===== config.mk =====
export PLATFORM = sky130hd
export DESIGN_NAME = etapa_wb
export DESIGN_NICKNAME = d
export VERILOG_FILES = /design/src/rtl/etapa_wb_pkg.sv /design/src/rtl/etapa_wb_contador.sv /design/src/rtl/etapa_wb.sv
export SDC_FILE = /design/constraint.sdc
export NUM_CORES = 1
export LEC_CHECK = 0
export ABC_AREA = 1
export CAP_MARGIN = 20
export CORE_ASPECT_RATIO = 1.4
export CORE_MARGIN = 8
export CORE_UTILIZATION = 35
export CTS_CLUSTER_DIAMETER = 60
export CTS_CLUSTER_SIZE = 28
export DETAILED_ROUTE_END_ITERATION = 6
export PLACE_DENSITY = 0.65
export RECOVER_POWER = 100
export REMOVE_ABC_BUFFERS = 1
export SLEW_MARGIN = 20
export SYNTH_ARGS = -nofsm -noshare
export SYNTH_HDL_FRONTEND = slang
export SYNTH_SLANG_ARGS = --single-unit

===== constraint.sdc =====
create_clock -name clk -period 3.1 [get_ports clk]
set_input_delay 0.93 -clock clk [delete_from_list [all_inputs] [get_ports clk]]
set_output_delay 0.93 -clock clk [all_outputs]
set_load 0.01 [all_outputs]

===== src/rtl/etapa_wb_pkg.sv =====
// Shared constants and types for the write-back stage and its pending-write tracking.
package etapa_wb_pkg;

    localparam int NREG    = 8;   // vector and scalar register count
    localparam int CNT_MAX = 3;   // saturation value of a pending-write counter
    localparam int VEC_W   = 32;  // vector datapath width
    localparam int SCA_W   = 8;   // scalar datapath width
    localparam int DIR_W   = 3;   // register address width
    localparam int CNT_W   = 2;   // pending-write counter width

    typedef enum logic {
        SEL_ALU = 1'b0,
        SEL_MEM = 1'b1
    } sel_wb_e;

    // Contents of the MEM/WB pipeline register, i.e. the register-file write port.
    typedef struct packed {
        logic             wrv;
        logic             wrs;
        logic [DIR_W-1:0] dir;
        logic [VEC_W-1:0] data_v;
        logic [SCA_W-1:0] data_s;
    } wb_port_t;

endpackage


===== src/rtl/etapa_wb_contador.sv =====
// Saturating pending-write counter for one register: counts issued but not yet
// retired writes, never wraps, and flags a retire that finds nothing pending.
module contador_pendiente
    import etapa_wb_pkg::*;
#(
    parameter int CNT_MAX = etapa_wb_pkg::CNT_MAX
) (
    input  logic             clk,
    input  logic             rst_n,
    input  logic             inc,
    input  logic             dec,
    output logic [CNT_W-1:0] count,
    output logic             full,
    output logic             underflow
);

    assign full      = (count == CNT_W'(CNT_MAX));
    // A retire with nothing pending is an error even if a new issue lands on the
    // same edge: that issue belongs to a younger instruction.
    assign underflow = dec & (count == '0);

    // Count update: inc and dec together cancel; saturate at both ends.
    always_ff @(posedge clk) begin
        if (!rst_n) begin
            count <= '0;
        end else if (inc & ~dec & ~full) begin
            count <= count + 1'b1;
        end else if (dec & ~inc & (count != '0)) begin
            count <= count - 1'b1;
        end
    end

endmodule


===== src/rtl/etapa_wb.sv =====
// Write-back stage: registers the MEM-stage result onto the register-file write
// port and tracks pending writes per vector and scalar register for decode.
module etapa_wb
    import etapa_wb_pkg::*;
#(
    parameter int NREG    = etapa_wb_pkg::NREG,
    parameter int CNT_MAX = etapa_wb_pkg::CNT_MAX
) (
    input  logic             clk,
    input  logic             rst_n,
    input  logic             valid_in,
    input  logic             reg_wrv_in,
    input  logic             reg_wrs_in,
    input  logic             sel_wb,
    input  logic [DIR_W-1:0] dir_dest_in,
    input  logic [VEC_W-1:0] data_alu_v,
    input  logic [VEC_W-1:0] data_mem_v,
    input  logic [SCA_W-1:0] data_alu_s,
    input  logic [SCA_W-1:0] data_mem_s,
    input  logic             issue_v,
    input  logic             issue_s,
    input  logic [DIR_W-1:0] issue_dir,
    output logic [VEC_W-1:0] data_wrv,
    output logic [SCA_W-1:0] data_wrs,
    output logic [DIR_W-1:0] i_dir_wr,
    output logic             reg_wrv,
    output logic             reg_wrs,
    output logic [NREG-1:0]  busy_v,
    output logic [NREG-1:0]  busy_s,
    output logic             issue_ok,
    output logic             wb_err
);

    wb_port_t         wb_p1;
    logic             wb_err_p1;
    logic [NREG-1:0]  inc_v, inc_s, dec_v, dec_s;
    logic [NREG-1:0]  full_v, full_s, unf_v, unf_s;
    logic [CNT_W-1:0] cnt_v [NREG];
    logic [CNT_W-1:0] cnt_s [NREG];

    // ---- stage p0 (MEM) -> p1 (WB) boundary ----
    // MEM/WB register; data and address only move on a valid result.
    always_ff @(posedge clk) begin
        if (!rst_n) begin
            wb_p1 <= '0;
        end else begin
            wb_p1.wrv <= valid_in & reg_wrv_in;
            wb_p1.wrs <= valid_in & reg_wrs_in;
            if (valid_in) begin
                wb_p1.dir    <= dir_dest_in;
                wb_p1.data_v <= (sel_wb == SEL_MEM) ? data_mem_v : data_alu_v;
                wb_p1.data_s <= (sel_wb == SEL_MEM) ? data_mem_s : data_alu_s;
            end
        end
    end

    assign reg_wrv  = wb_p1.wrv;
    assign reg_wrs  = wb_p1.wrs;
    assign i_dir_wr = wb_p1.dir;
    assign data_wrv = wb_p1.data_v;
    assign data_wrs = wb_p1.data_s;

    // A stalled issue (either target saturated) updates neither counter, so the
    // decode stage can simply retry the whole instruction.
    assign issue_ok = ~((issue_v & full_v[issue_dir]) | (issue_s & full_s[issue_dir]));

    for (genvar k = 0; k < NREG; k++) begin : g_cnt
        assign inc_v[k] = issue_v & issue_ok & (issue_dir == DIR_W'(k));
        assign inc_s[k] = issue_s & issue_ok & (issue_dir == DIR_W'(k));
        assign dec_v[k] = wb_p1.wrv & (wb_p1.dir == DIR_W'(k));
        assign dec_s[k] = wb_p1.wrs & (wb_p1.dir == DIR_W'(k));

        contador_pendiente #(.CNT_MAX(CNT_MAX)) u_cnt_v (
            .clk       (clk),
            .rst_n     (rst_n),
            .inc       (inc_v[k]),
            .dec       (dec_v[k]),
            .count     (cnt_v[k]),
            .full      (full_v[k]),
            .underflow (unf_v[k])
        );

        contador_pendiente #(.CNT_MAX(CNT_MAX)) u_cnt_s (
            .clk       (clk),
            .rst_n     (rst_n),
            .inc       (inc_s[k]),
            .dec       (dec_s[k]),
            .count     (cnt_s[k]),
            .full      (full_s[k]),
            .underflow (unf_s[k])
        );

        assign busy_v[k] = (cnt_v[k] != '0);
        assign busy_s[k] = (cnt_s[k] != '0);
    end

    // Sticky retire-without-pending-write flag, cleared only by reset.
    always_ff @(posedge clk) begin
        if (!rst_n) begin
            wb_err_p1 <= 1'b0;
        end else if ((|unf_v) | (|unf_s)) begin
            wb_err_p1 <= 1'b1;
        end
    end

    assign wb_err = wb_err_p1;

endmodule


==> results.py <==
metrics = {
    "run_status": {
        "outcome": "finished clean",
    },
    "final_layout": {
        "syn2layout_area_growth_pct": 48.5,
        "antennaDiodeCount": 0,
        "final_cells": 993,
        "nets": 936,
        "utilization": 0.533,
        "drive_gt1_frac": 0.0638,
        "fillCellCount": 1201,
        "final_area_um2": 6330,
    },
    "yosys": {
        "synth_area_leader_cell": "dfxtp_1",
        "post-synth-top-area-fraction": 0.366,
        "synth_common_cells": "nand2_1, a21oi_1, inv_1, dfxtp_1, o21ai_0",
        "async_reset_ff_frac": 0,
        "ys.flop_type": "dfxtp_1",
        "ys_types": 26,
        "synth-warning-count": 0,
        "synth-seq-cells": 78,
        "synth_edf_count": 0,
        "syn_inst": 679,
        "syn_area_per_cell_um2": 6.28,
        "synth.most_common_cell": "nand2_1",
        "synth.cell_area_um2": 4260,
        "synth.area.top_cells": "dfxtp_1, a21oi_1, nand2_1, o21ai_0, inv_1",
        "yosysSeqAreaShare": 0.366,
    },
    "timing": {
        "setup-violations-final": 0,
        "slew_headroom": 0.402,
        "drv_slew": 0,
        "fin_crit_ns": 2.96,
        "grt_setup_unrepaired": "no",
        "tightest_slew_ns": 0.897,
        "fmax_mhz": 338,
        "final_hold_viol_count": 0,
        "finalCritPeriodShare": 0.956,
        "fin_worst_skew_ns": 0.00947,
    },
    "clocking": {
        "cts_setup_buffers": 0,
        "cts_made_buffers": 9,
        "cts_tree": "built",
        "cts_buffer_depth": 2,
        "numClockSinks": 78,
        "clkLatencyLatePin_ns": 0.34,
        "cts_root_buf": "clkbuf_16",
        "path_clk_slew_ns": 0.06,
        "htreeDepth": 3,
    },
    "route": {
        "vias": 5071,
        "dr.pass1.iters": 4,
        "wl_per_cell_um": 16.4,
        "ant_nets": 0,
        "routed_wirelength_um": 16300,
        "drc": 0,
        "via_per_inst": 5.11,
        "drt-initial-drc-count": 202,
    },
    "floorplanning": {
        "die_w_um": 109,
        "std_cell_rows": 47,
        "io-pin-count": 157,
        "dieArea_um2": 16000,
        "coreArea_um2": 11900,
        "initial_utilization": 0.359,
        "dieHeight_um": 147,
    },
    "power_and_ir_drop": {
        "p_total_uw": 2590,
        "power_leakage_uw": 0.00275,
        "p_per_area_nw_per_um2": 409,
        "peakVddDrop_v": 0.000320,
    },
    "placed_design": {
        "globalplace.congestion": 0.907,
        "placed_area_um2": 6080,
        "dp.cells": 978,
        "numPortBuffers": 156,
        "hpwl_um": 12900,
    },
    "grt": {
        "grt_util_all_layers": 0.207,
        "grt_pass1_vias": 5283,
        "grt_max_degree": 43,
        "overflow": 0,
        "antenna_found_initial": 0,
        "grt_pass1_wl_um": 26200,
    },
    "run": {
        "cap_violations": 0,
    },
    "worst_setup_path": {
        "crit_fanout": 4,
        "crit_arrival_ns": 2.03,
        "reg2reg_slack_ns": 0.82,
        "critPathKind": "primary input to primary output",
        "critical_path_required_ns": 2.17,
        "critPathLaunch": "issue_dir[1]",
        "worst_setup_path_start_kind": "primary input",
        "rr_startpoint": "g_cnt[1].u_cnt_s.count[1]$_SDFFE_PN0P_",
        "end_kind": "primary output",
    },
    "worst_hold_path": {
        "hp-start": "wb_err$_SDFFE_PN0P_",
        "hold_path.class": "flip-flop to flip-flop",
    },
}
cell type report:
class                      instances  area (um2)  area share
clock buffer                      12         256      0.0405
timing repair buffer             180        1710       0.271
tap                              147         184      0.0291
inverter                          84         315      0.0498
multi-input combinational        489        2280       0.360
clock inverter                     3        20.0     0.00316
sequential                        78        1560       0.247
flip-flops by register name, indices dropped and copies added, names as in the netlist:
| register | count |
|---|---|
| reg_wrv | 1 |
| wb_err | 1 |
| g_cnt.u_cnt_v.count | 16 |
| data_wrv | 32 |
| data_wrs | 8 |
| i_dir_wr | 3 |
| reg_wrs | 1 |
| g_cnt.u_cnt_s.count | 16 |
cell families after synthesis:
logic type / share of synthesized area
AOI/OAI and AO/OA: 0.237
buffers and inverters: 0.0989
DFF: 0.366
and+or+nand+nor: 0.298
layout by cell type, fill, tap and decap left out, drive strengths merged:
cell type      netlist  routed
a21oi              118     118
dlygate4sd3          0      61
nand3               54      54
clkinvlp             0       2
clkbuf              26      18
a31oi                2       2
o22ai                4       4
clkinv               3       4
inv                 81      81
clkdlybuf4s50        0      90
o21ai               66      66
nand4               17      17
o21bai               2       2
nor3                 2       2
nor3b                1       1
dlygate4sd2          0       2
or2                 10      10
nor2                64      64
o21a                 5       5
buf                  2      21
dfxtp               78      78
nand2              144     144
path summary, 6_finish.rpt:
| path | endpoint | cells past startpoint |
|---|---|---|
| worst min-delay path | wb_err$_SDFFE_PN0P_ | 2 |
| worst min register to register | wb_err$_SDFFE_PN0P_ | 2 |
| worst max register to register | g_cnt[7].u_cnt_v.count[0]$_SDFFE_PN0P_ | 14 |
| worst max-delay path | issue_ok | 12 |
per-layer routing:
metal,wire length (um),track usage,up-vias
li1,-,-,2578
met1,6170,0.207,2300
met2,7790,0.346,167
met3,1890,0.115,26
met4,465,0.0786,0
met5,0,0,-
timing repair:
item | CTS | global route
hold buffers | 0 | 0
cloned | 0 | 0
setup endpoints to repair | 1 | 1
pin swaps | 0 | 1
resized for setup | 15 | 9
critical path, stage by stage:
cell	delay [ns]
buf_6	0.11
inv_2	0.06
buf_4	0.13
nand3_1	0.09
nand2_1	0.06
nor2_1	0.10
nand2_1	0.06
nand2_1	0.08
nand2_2	0.05
nand2_1	0.06
inv_1	0.03
dlygate4sd2_1	0.27
report_power, final:
part           internal [uW]  total (uW)  switching (uW)
Sequential              1050        1080            27.7
Combinational            253         509             257
Clock                    581        1000             420
per-stage QoR:
stage               hold WS (ns)  TNS [ns]  worst slack, ns
floorplan                  0.453         0            0.492
global placement           0.466     -1.01           -0.722
detailed placement         0.472     -1.18           -0.696
CTS                        0.481         0           0.0752
global route               0.508         0          0.00274
finish                     0.475         0            0.138
Note: power is estimated with default switching activity, not from simulation.
